$ cat src/rtl/oam_line_scanner.sv
// oam_line_scanner: fetches Y/X of every OAM sprite and buffers those that cover the current line.
// Define OAM_SCAN_EARLY_EXIT_EN to stop fetching as soon as the buffer fills.
module oam_line_scanner #(
    parameter int          NUM_SPRITES = 40,
    parameter int          BUFFER_MAX  = 10,
    parameter logic [15:0] OAM_BASE    = 16'hFE00,
    localparam int         IDX_W       = $clog2(NUM_SPRITES),
    localparam int         CNT_W       = $clog2(BUFFER_MAX + 1),
    localparam int         ENTRY_W     = IDX_W + 12
) (
    input  logic               clk_in,
    input  logic               rst_in,
    input  logic               start_in,
    input  logic [7:0]         ly_in,
    input  logic               tall_mode_in,
    output logic               req_out,
    output logic [15:0]        addr_out,
    input  logic [7:0]         rdata_in,
    input  logic               rvalid_in,
    input  logic [CNT_W-1:0]   rd_idx_in,
    output logic [ENTRY_W-1:0] rd_entry_out,
    output logic [CNT_W-1:0]   count_out,
    output logic               busy_out,
    output logic               done_out
);
    typedef enum logic [1:0] {IDLE, REQ_Y, REQ_X, DONE} state_t;

    localparam logic [IDX_W-1:0] LAST_IDX = IDX_W'(NUM_SPRITES - 1);
    localparam logic [CNT_W-1:0] FULL     = CNT_W'(BUFFER_MAX);

    state_t             state_q, state_d;
    logic [IDX_W-1:0]   idx_q, idx_d;
    logic [CNT_W-1:0]   cnt_q, cnt_d;
    logic [7:0]         ly_q, ly_d, y_q, y_d;
    logic               tall_q, tall_d;
    logic [ENTRY_W-1:0] buf_q [BUFFER_MAX];
    logic [ENTRY_W-1:0] buf_d [BUFFER_MAX];
    logic [1:0]         rst_sync_q, rst_sync_d;
    logic               rst_n;
    logic [8:0]         line9, top9, bot9;
    logic [3:0]         row;
    logic               hit, store;

    // Assertion is immediate through the async clear; release waits two clock edges.
    assign rst_sync_d = {rst_sync_q[0], 1'b1};
    assign rst_n      = rst_sync_q[1];

    always_ff @(posedge clk_in or negedge rst_in) begin
        if (!rst_in) rst_sync_q <= '0;
        else         rst_sync_q <= rst_sync_d;
    end

    // Sprite Y is stored offset by 16, so compare against ly+16 in 9 bits.
    assign line9 = {1'b0, ly_q} + 9'd16;
    assign top9  = {1'b0, y_q};
    assign bot9  = top9 + (tall_q ? 9'd16 : 9'd8);
    assign row   = ly_q[3:0] - y_q[3:0];
    assign hit   = (top9 <= line9) && (line9 < bot9);
    assign store = hit && (cnt_q < FULL);

    always_comb begin
        state_d = state_q;
        idx_d   = idx_q;
        cnt_d   = cnt_q;
        ly_d    = ly_q;
        tall_d  = tall_q;
        y_d     = y_q;
        buf_d   = buf_q;
        if (start_in) begin
            state_d = REQ_Y;
            idx_d   = '0;
            cnt_d   = '0;
            ly_d    = ly_in;
            tall_d  = tall_mode_in;
        end else begin
            case (state_q)
                REQ_Y: if (rvalid_in) begin
                    y_d     = rdata_in;
                    state_d = REQ_X;
                end
                REQ_X: if (rvalid_in) begin
                    if (store) begin
                        buf_d[cnt_q] = {idx_q, rdata_in, row};
                        cnt_d        = cnt_q + 1'b1;
                    end
                    idx_d   = idx_q + 1'b1;
                    state_d = (idx_q == LAST_IDX) ? DONE : REQ_Y;
`ifdef OAM_SCAN_EARLY_EXIT_EN
                    if (store && cnt_q == FULL - 1'b1) state_d = DONE;
`endif
                end
                DONE:    state_d = IDLE;
                default: state_d = state_q;
            endcase
        end
    end

    always_ff @(posedge clk_in or negedge rst_n) begin
        if (!rst_n) begin
            state_q <= IDLE;
            idx_q   <= '0;
            cnt_q   <= '0;
            ly_q    <= '0;
            tall_q  <= 1'b0;
            y_q     <= '0;
            buf_q   <= '{default: '0};
        end else begin
            state_q <= state_d;
            idx_q   <= idx_d;
            cnt_q   <= cnt_d;
            ly_q    <= ly_d;
            tall_q  <= tall_d;
            y_q     <= y_d;
            buf_q   <= buf_d;
        end
    end

    assign busy_out     = (state_q == REQ_Y) || (state_q == REQ_X);
    assign req_out      = busy_out;
    assign done_out     = state_q == DONE;
    assign count_out    = cnt_q;
    assign addr_out     = busy_out ? OAM_BASE + 16'({idx_q, 2'b00}) + {15'd0, state_q == REQ_X} : '0;
    assign rd_entry_out = (rd_idx_in < cnt_q) ? buf_q[rd_idx_in] : '0;
endmodule
$ cat config.mk
export PLATFORM = sky130hd
export DESIGN_NAME = oam_line_scanner
export DESIGN_NICKNAME = d
export VERILOG_FILES = /design/src/rtl/oam_line_scanner.sv
export SDC_FILE = /design/constraint.sdc
export NUM_CORES = 1
export LEC_CHECK = 0
export ABC_CLOCK_PERIOD_IN_PS = 8500
export CORE_ASPECT_RATIO = 0.7
export CORE_MARGIN = 2
export CORE_UTILIZATION = 45
export DETAILED_ROUTE_END_ITERATION = 6
export MAX_ROUTING_LAYER = met4
export PLACE_DENSITY = 0.67
export SETUP_SLACK_MARGIN = 0.4
export SYNTH_ARGS = -nofsm -noshare
export SYNTH_HDL_FRONTEND = slang
export SYNTH_SLANG_ARGS = --single-unit
$ cat constraint.sdc
create_clock -name clk_in -period 8.5 [get_ports clk_in]
set_input_delay 1.275 -clock clk_in [delete_from_list [all_inputs] [get_ports clk_in]]
set_output_delay 1.275 -clock clk_in [all_outputs]
set_load 0.1 [all_outputs]
==> results of run 1 <==
==> routing by layer <==
metal	routed length, µm	track usage [%]	part of all wire (%)
met1	11900	29.8	51
met2	10300	28.8	44
met3	853	2.46	3.6
met4	372	3.62	1.6
met5	0	-	0
==> synthesized netlist by cell type, drive strengths merged, types with 9 or more instances <==
master / number / area share (%)
a21oi: 11 / 0.51
and2: 18 / 1.0
buf: 29 / 2.1
clkbuf: 30 / 1.0
dfrtp: 211 / 49
ha: 31 / 3.6
inv: 34 / 1.2
mux2: 183 / 21
mux2i: 47 / 4.3
mux4: 36 / 7.5
nand2: 19 / 0.66
nand3: 9 / 0.42
nand4: 16 / 2.1
nor2: 16 / 0.55
o21ai: 9 / 0.42
o22ai: 19 / 1.1
==> report_power, final <==
part	internal [mW]	leakage [nW]	total [mW]	switching, mW
Combinational	0.296	2.89	1.01	0.717
Sequential	1.08	2.84	1.15	0.0720
Clock	0.579	0.366	0.977	0.398
==> sequential cells by signal (all words and copies together), names as in the netlist <==
name and count:
state_q 2, tall_q 1, ly_q 8, rst_sync_q 2
idx_q 6, buf_q 180, y_q 8, count_out 4
==> final cells by class <==
type | instances | area, µm²
inverters | 34 | 128
repair buffers | 72 | 691
clock inverters | 7 | 70.1
clock buffers | 33 | 673
flip-flops and latches | 211 | 5280
multi-input cells | 461 | 5110
fillers | 1979 | 11300
well taps | 318 | 398
==> final timing paths <==
kind                                    start          endpoint  slack, ps  cells past startpoint
min in group asynchronous       rst_sync_q[1]        buf_q[146]        440                      0
max in group asynchronous       rst_sync_q[1]         buf_q[49]       6530                      1
worst max-delay path             rd_idx_in[2]  rd_entry_out[15]       2580                      7
worst min-delay path            rst_sync_q[0]     rst_sync_q[1]        350                      0
worst min register to register  rst_sync_q[0]     rst_sync_q[1]        350                      0
worst max register to register         tall_q        buf_q[139]       3990                     12
==> cell usage in the layout (no fill, tap or decap), types with 9 or more instances in the layout <==
master	Yosys	final
mux2_2	118	118
mux2i_1	47	47
mux2_4	61	61
nor2_1	16	16
buf_4	10	10
nand2_1	19	19
and2_1	18	18
dfrtp_1	211	210
clkbuf_16	0	23
o22ai_1	19	19
a21oi_1	11	10
ha_1	31	31
clkdlybuf4s50_1	0	61
mux4_2	36	36
inv_1	34	34
nand3_1	9	9
==> logic make-up after synthesis <==
family | after synthesis
AO/OA/AOI/OAI | 48
XOR/XNOR | 12
flip-flops | 211
adder cells (fa/ha/maj) | 33
AND/OR/NAND/NOR | 99
other | 2
buffers and inverters | 93
multiplexers | 266
==> results.sh, run 1 <==
export IMPL_finalPower_mw=3.14
export IMPL_final_util_pct=52.3
export IMPL_cp_common_cell="clkdlybuf4s50_1"
export IMPL_max_stage_delay_ps=1130
export IMPL_grt_max_degree=80
export IMPL_dpl_hpwl_um=14500
export IMPL_end_kind="output port"
export IMPL_totalWireLength_um=23400
export IMPL_setup_ws_ps=2580
export IMPL_power_density_nw_per_um2=254
export IMPL_clockRootBuffer="clkbuf_16"
export IMPL_final_max_slew_viol_count=0
export IMPL_port_buffers=63
export IMPL_drt_first_pass_iters=4
export IMPL_yosysWarnings=0
export IMPL_antenna_left=0
export IMPL_ys_types=44
export IMPL_clock_sink_count=211
export IMPL_fin_hold_ws_ps=350
export IMPL_cts_tree="done"
export IMPL_htreeDepth=1
export IMPL_finalHoldViolCount=0
export IMPL_cts_buffer_depth=3
export IMPL_worstPathCellList="clkdlybuf4s50_1, ha_1, a21o_1, a21oi_2, buf_4, and2_1, clkdlybuf4s50_1"
export IMPL_syn_inst=764
export IMPL_cp_buffers_inverters=3
export IMPL_cts_repair_resized=0
export IMPL_cp_start_kind="input port"
export IMPL_pre_cts_ws_ps=2550
export IMPL_period_share_pct=69.7
export IMPL_drt_iter0_markers=452
export IMPL_status="complete, no violations"
export IMPL_synth_top_family_by_area="multiplexers"
export IMPL_synth_edf_count=0
export IMPL_via_per_inst=5.46
export IMPL_avgRoutedWirePerCell_um=20.6
export IMPL_grt_pass1_wl_um=37700
export IMPL_fin_crit_ps=5920
export IMPL_rsz0062_at_grt="false"
export IMPL_path_clk_slew_ps=60
export IMPL_slew_headroom_pct=24.8
export IMPL_synth_seq_area_share_pct=48.7
export IMPL_hold_class="reg -> reg"
export IMPL_drv_cap=0
export IMPL_worstPathMaxFanout=11
export IMPL_ctsHoldBuffers=0
export IMPL_synth_simple_gate_area_share_pct=6.30
export IMPL_setup_viol=0
export IMPL_ys_ff_latch=211
export IMPL_worstMarginPinSlew_ps=1130
export IMPL_start_util_pct=45.9
export IMPL_worstSetupPathType="in -> out"
export IMPL_synth_xor_area_share_pct=0.969
export IMPL_required_ps=7220
export IMPL_finClkSkew_ps=11.1
export IMPL_fmax_mhz=169
export IMPL_die_h_um=134
export IMPL_stdcell_area_um2=12400
export IMPL_worstSkewPairLatency_ps=500
export IMPL_vdd_drop_max_mv=0.451
export IMPL_overflow=0
export IMPL_dp_cells=1096
export IMPL_finalNonFillerCells=1136
export IMPL_grt_util_all_layers_pct=19.7
export IMPL_grt_antenna_before_repair=0
export IMPL_antennaDiodeCount=0
export IMPL_synth_fa_ha_area_share_pct=3.94
export IMPL_drive_gt1_share_pct=34.4
export IMPL_vias=6201
export IMPL_muxShareOfSynthArea_pct=32.9
export IMPL_final_nets=860
export IMPL_syn_to_final_growth_pct=13.9
export IMPL_crit_family="buffers and inverters"
export IMPL_die_w_um=190
export IMPL_synthFlopType="dfrtp_1"
export IMPL_pin_count=66
export IMPL_grt_pass1_vias=6362
export IMPL_syn_area_um2=10800
export IMPL_leakagePower_nw=6.09
export IMPL_worstPathArrival_ps=4650
export IMPL_avgSynthCellArea_um2=14.2
export IMPL_die_area_um2=25400
export IMPL_drc=0
export IMPL_coreArea_um2=23600
export IMPL_synth_async_reset_ratio_pct=100
export IMPL_rows=47
export IMPL_setup_tns_ps=0
export IMPL_cts_inserted_buffers=22
export IMPL_cpMaxStageDelayCell="clkdlybuf4s50_1"
export IMPL_synth_compound_gate_area_share_pct=2.86
export IMPL_gp_congestion=0.780
export IMPL_postCtsSetupBuffers=0
export IMPL_dpl_cell_area_um2=11600
(Power assumes the default switching activity.)
==> run 2: changes to the inputs <==
--- a/config.mk
+++ b/config.mk
@@ -5,7 +5,7 @@
 export SDC_FILE = /design/constraint.sdc
 export NUM_CORES = 1
 export LEC_CHECK = 0
-export ABC_CLOCK_PERIOD_IN_PS = 8500
+export ABC_CLOCK_PERIOD_IN_PS = 5800
 export CORE_ASPECT_RATIO = 0.7
 export CORE_MARGIN = 2
 export CORE_UTILIZATION = 45
==> constraint.sdc (replaced) <==
create_clock -name clk_in -period 5.8 [get_ports clk_in]
set_input_delay 0.87 -clock clk_in [delete_from_list [all_inputs] [get_ports clk_in]]
set_output_delay 0.87 -clock clk_in [all_outputs]
set_load 0.1 [all_outputs]
==> run 2 against run 1 <==
Net effect: utilization is 0.80 points higher; wire length is 0.20% lower; clock-buffer cell count is 5 lower; register-to-register slack worse by 2200 ps; sequential share of layout area is 0.65 points lower; critical path type unchanged; largest cell class unchanged; highest routed layer unchanged.
==> results.sh, run 2 (same netlist as run 1, synthesis figures left out) <==
export IMPL_postCtsSetupBuffers=0
export IMPL_status="complete, no violations"
export IMPL_cp_buffers_inverters=3
export IMPL_power_density_nw_per_um2=369
export IMPL_worstSkewPairLatency_ps=510
export IMPL_final_util_pct=53.1
export IMPL_cp_start_kind="input port"
export IMPL_coreArea_um2=23600
export IMPL_overflow=0
export IMPL_cp_common_cell="buf_4"
export IMPL_htreeDepth=1
export IMPL_setup_tns_ps=0
export IMPL_pin_count=66
export IMPL_grt_antenna_before_repair=0
export IMPL_p_comb_share_pct=32.2
export IMPL_cts_repair_resized=0
export IMPL_cts_buffer_depth=3
export IMPL_worstPathMaxFanout=47
export IMPL_pwr_share_seq_pct=36.2
export IMPL_end_kind="output port"
export IMPL_slew_headroom_pct=27.4
export IMPL_avgRoutedWirePerCell_um=20.6
export IMPL_largest_register_ff_count=180
export IMPL_p_clk_share_pct=31.6
export IMPL_required_ps=4930
export IMPL_worstPathArrival_ps=3170
export IMPL_finalNonFillerCells=1137
export IMPL_fmax_mhz=247
export IMPL_dp_cells=1097
export IMPL_setup_viol=0
export IMPL_vdd_drop_max_mv=0.731
export IMPL_drt_iter0_markers=337
export IMPL_die_w_um=190
export IMPL_rsz0062_at_grt="false"
export IMPL_drt_first_pass_iters=4
export IMPL_vias=6191
export IMPL_layout_common_cells="210 x dfrtp_1, 118 x mux2_2, 61 x mux2_4"
export IMPL_grt_util_all_layers_pct=20.0
export IMPL_syn_to_final_growth_pct=15.6
export IMPL_leakagePower_nw=6.18
export IMPL_grt_max_degree=168
export IMPL_grt_pass1_wl_um=38000
export IMPL_finalHoldViolCount=0
export IMPL_p_sw_share_pct=38.0
export IMPL_drv_cap=0
export IMPL_worstSetupPathType="in -> out"
export IMPL_max_stage_delay_ps=690
export IMPL_hold_class="reg -> async"
export IMPL_path_clk_slew_ps=60
export IMPL_reg_top3="buf_q x180, ly_q x8, y_q x8"
export IMPL_mostFrequentLayoutCell="dfrtp_1"
export IMPL_via_per_inst=5.45
export IMPL_cts_inserted_buffers=22
export IMPL_final_max_slew_viol_count=0
export IMPL_totalWireLength_um=23400
export IMPL_p_int_mw=2.87
export IMPL_cts_tree="done"
export IMPL_crit_family="buffers and inverters"
export IMPL_clockRootBuffer="clkbuf_16"
export IMPL_rows=47
export IMPL_p_switching_mw=1.76
export IMPL_drc=0
export IMPL_cpMaxStageDelayCell="buf_4"
export IMPL_fin_crit_ps=4040
export IMPL_fill_cells=1987
export IMPL_period_share_pct=69.7
export IMPL_antenna_left=0
export IMPL_start_util_pct=45.9
export IMPL_worstPathCellList="buf_4, buf_4, mux4_2, mux2i_1, o22ai_1, and2_1, buf_12"
export IMPL_final_nets=861
export IMPL_grt_pass1_vias=6507
export IMPL_worstMarginPinSlew_ps=1090
export IMPL_clock_sink_count=211
export IMPL_finClkSkew_ps=9.57
export IMPL_ff2ff_setup_slack_ps=1770
export IMPL_dpl_hpwl_um=14000
export IMPL_gp_congestion=0.759
export IMPL_antennaDiodeCount=0
export IMPL_top_register="buf_q"
export IMPL_die_area_um2=25400
export IMPL_port_buffers=63
export IMPL_ctsHoldBuffers=0
export IMPL_die_h_um=134
export IMPL_drive_gt1_share_pct=36.9
==> run 2: cell type report <==
class,instances,area [µm²],share of cell area [%]
timing repair buffer,73,878,7.00
sequential,211,5280,42.1
inverter,34,128,1.02
multi-input combinational,461,5110,40.7
clock buffer,28,624,4.98
clock inverter,12,121,0.967
tap,318,398,3.17
==> run 2: power groups by stage <==
stage | Sequential (mW) | Clock [mW] | Combinational, mW
2_1_floorplan | 1.69 | 0 | 1.25
3_3_place_gp | 1.70 | 0 | 1.48
3_5_place_dp | 1.70 | 0 | 1.49
4_1_cts | 1.68 | 1.49 | 1.50
5_1_grt | 1.69 | 1.56 | 1.59
6_report | 1.68 | 1.46 | 1.49
==> run 2: worst paths after layout <==
| path | end | cells past startpoint | startpoint |
|---|---|---|---|
| worst max-delay path | rd_entry_out[16] | 7 | rd_idx_in[0] |
| worst min-delay path | buf_q[56] | 0 | rst_sync_q[1] |
| worst max register to register | buf_q[148] | 9 | ly_q[4] |
| worst min register to register | buf_q[56] | 0 | rst_sync_q[1] |
| max in group asynchronous | buf_q[30] | 1 | rst_sync_q[1] |
| min in group clk_in | rst_sync_q[1] | 0 | rst_sync_q[0] |
==> run 2: through the flow <==
stage	hold slack (ps)	setup slack [ps]	power, mW	cell area (µm²)
2_1_floorplan	331	1850	2.94	10900
3_3_place_gp	341	1770	3.18	11800
3_5_place_dp	335	1730	3.19	11800
4_1_cts	348	1710	4.66	12500
5_1_grt	356	1580	4.84	12500
6_report	328	1760	4.63	12500
==> run 2: metal layers <==
metal  share of wire [%]  GRT usage [%]  wire (µm)  vias up
met5                   0              -          0        -
li1                    -              -          -     2815
met1                  49           28.7      11500     3233
met4                 1.3           3.40        303        0
met2                  45           30.5      10400      119
met3                 4.9           3.40       1150       24
==> run 3: changes to the inputs <==
--- a/config.mk
+++ b/config.mk
@@ -5,13 +5,13 @@
 export SDC_FILE = /design/constraint.sdc
 export NUM_CORES = 1
 export LEC_CHECK = 0
-export ABC_CLOCK_PERIOD_IN_PS = 5800
+export ABC_CLOCK_PERIOD_IN_PS = 3500
 export CORE_ASPECT_RATIO = 0.7
 export CORE_MARGIN = 2
 export CORE_UTILIZATION = 45
 export DETAILED_ROUTE_END_ITERATION = 6
 export MAX_ROUTING_LAYER = met4
-export PLACE_DENSITY = 0.67
+export PLACE_DENSITY = 0.7
 export SETUP_SLACK_MARGIN = 0.4
 export SYNTH_ARGS = -nofsm -noshare
 export SYNTH_HDL_FRONTEND = slang
==> constraint.sdc (replaced) <==
create_clock -name clk_in -period 3.5 [get_ports clk_in]
set_input_delay 0.525 -clock clk_in [delete_from_list [all_inputs] [get_ports clk_in]]
set_output_delay 0.525 -clock clk_in [all_outputs]
set_load 0.1 [all_outputs]
==> run 3 against run 2 <==
Net effect: design area increased by 5.9%; combinational power increased by 78%; final cell count is 3.7% higher; setup slack worse by 1500 ps; critical path depth is 9 higher; clock-buffer cell count is 2 higher; largest cell class unchanged.
==> results.sh, run 3 (same netlist as run 1, synthesis figures left out) <==
export IMPL_status="complete, no violations"
export IMPL_cts_tree="done"
export IMPL_clock_sink_count=211
export IMPL_cts_inserted_buffers=21
export IMPL_antennaDiodeCount=0
export IMPL_totalWireLength_um=25800
export IMPL_leakagePower_nw=6.60
export IMPL_grt_pass1_vias=6626
export IMPL_grt_max_degree=68
export IMPL_path_clk_slew_ps=70
export IMPL_met2_usage_pct=31.0
export IMPL_gr_max_usage_layer="met1"
export IMPL_htreeDepth=1
export IMPL_layout_common_cells="207 x dfrtp_1, 118 x mux2_2, 62 x mux2_4"
export IMPL_coreArea_um2=23600
export IMPL_die_area_um2=25400
export IMPL_drc=0
export IMPL_gp_congestion=0.825
export IMPL_die_h_um=134
export IMPL_worstSkewPairLatency_ps=500
export IMPL_hold_class="in -> async"
export IMPL_worstPathMaxFanout=8
export IMPL_rsz0062_at_grt="true"
export IMPL_setup_viol=0
export IMPL_fmax_mhz=310
export IMPL_die_w_um=190
export IMPL_port_buffers=63
export IMPL_finalHoldViolCount=0
export IMPL_rows=47
export IMPL_reg2reg_from="tall_q"
export IMPL_mostFrequentLayoutCell="dfrtp_1"
export IMPL_worstMarginPinSlew_ps=975
export IMPL_grt_antenna_before_repair=0
export IMPL_drive_gt1_share_pct=45.4
export IMPL_top_register="buf_q"
export IMPL_power_density_nw_per_um2=582
export IMPL_ctsHoldBuffers=0
export IMPL_finalPower_mw=7.72
export IMPL_largest_register_ff_count=180
export IMPL_start_util_pct=45.9
export IMPL_grt_pass1_wl_um=39900
export IMPL_finalNonFillerCells=1179
export IMPL_fin_crit_ps=3230
export IMPL_reg_top3="buf_q x180, ly_q x8, y_q x8"
export IMPL_required_ps=3890
export IMPL_clockRootBuffer="clkbuf_16"
export IMPL_ff2ff_setup_slack_ps=270
export IMPL_syn_to_final_growth_pct=22.4
export IMPL_dp_cells=1107
export IMPL_drv_cap=0
export IMPL_via_per_inst=5.44
export IMPL_pin_count=66
export IMPL_grt_util_all_layers_pct=21.0
export IMPL_setup_tns_ps=0
export IMPL_drt_iter0_markers=309
export IMPL_antenna_left=0
export IMPL_final_nets=905
export IMPL_worstSetupPathType="reg -> reg"
export IMPL_drt_first_pass_iters=4
export IMPL_vias=6416
export IMPL_overflow=0
export IMPL_vdd_drop_max_mv=1.46
export IMPL_period_share_pct=92.3
export IMPL_final_max_slew_viol_count=0
export IMPL_worstPathArrival_ps=3610
export IMPL_cts_buffer_depth=3
export IMPL_cp_start_kind="flop"
export IMPL_avgRoutedWirePerCell_um=21.9
export IMPL_dpl_hpwl_um=15200
export IMPL_use_met3_pct=2.77
export IMPL_slew_headroom_pct=34.8
export IMPL_worstSetupStartpoint="tall_q"
export IMPL_final_util_pct=56.2
export IMPL_end_kind="flop"
export IMPL_finClkSkew_ps=12.1
export IMPL_grtUsageMet1_pct=31.5
## run 3: cell count changes in the layout (fill, tap and decap cells not counted), sizes merged
cell           change
buf               +58
clkdlybuf4s50     -18
clkbuf             +7
clkinv             -3
clkinvlp           -3
inv                +1
## run 3: power breakdown
| part | internal [mW] | switching, mW |
|---|---|---|
| Combinational | 0.812 | 1.83 |
| Clock | 1.34 | 0.954 |
| Sequential | 2.61 | 0.172 |
| Total | 4.76 | 2.96 |
## run 3: worst paths after layout
check	to	cells after the start
setup / recovery	buf_q[82]	16
hold / removal	rst_sync_q[1]	1
setup reg to reg	buf_q[82]	16
hold reg to reg	rst_sync_q[1]	0
max in group asynchronous	buf_q[141]	1
min in group clk_in	rst_sync_q[1]	0
## run 3: stage by stage
stage	instance area (µm²)	worst slack [ps]	hold slack [ps]
floorplan	10900	404	229
global placement	12000	-33.5	332
detailed placement	12000	-75.1	337
CTS	13100	272	171
global route	13300	160	166
finish	13300	271	179
## run 3: worst max-delay path, stage by stage (launching register included)
cell and delay (ps):
dfrtp_1 400, inv_2 80, ha_4 130, inv_2 40
fa_2 360, nor2_2 100, xnor2_1 150, ha_1 280
nand4_1 130, nor3_2 80, a211oi_4 250, buf_12 150
buf_12 120, buf_12 110, nand4_4 180, buf_12 240
mux2_4 300
## run 3: layout make-up
type / count / area [µm²]
clock inverters: 7 / 88.8
fillers: 1865 / 10400
inverters: 34 / 128
flip-flops and latches: 211 / 5290
multi-input cells: 461 / 5200
clock buffers: 30 / 599
repair buffers: 118 / 1580
well taps: 318 / 398
## run 3: routing by layer
metal	share of wire, %	up-vias
li1	-	2919
met1	48	3318
met2	45	155
met3	6.1	24
met4	1.1	0
met5	0	-
## run 3: timing repair
action,CTS,global route
buffers inserted,19,6
endpoints found under the setup margin,178,196
resized for setup,19,10
pin swaps,13,11
cloned,4,6
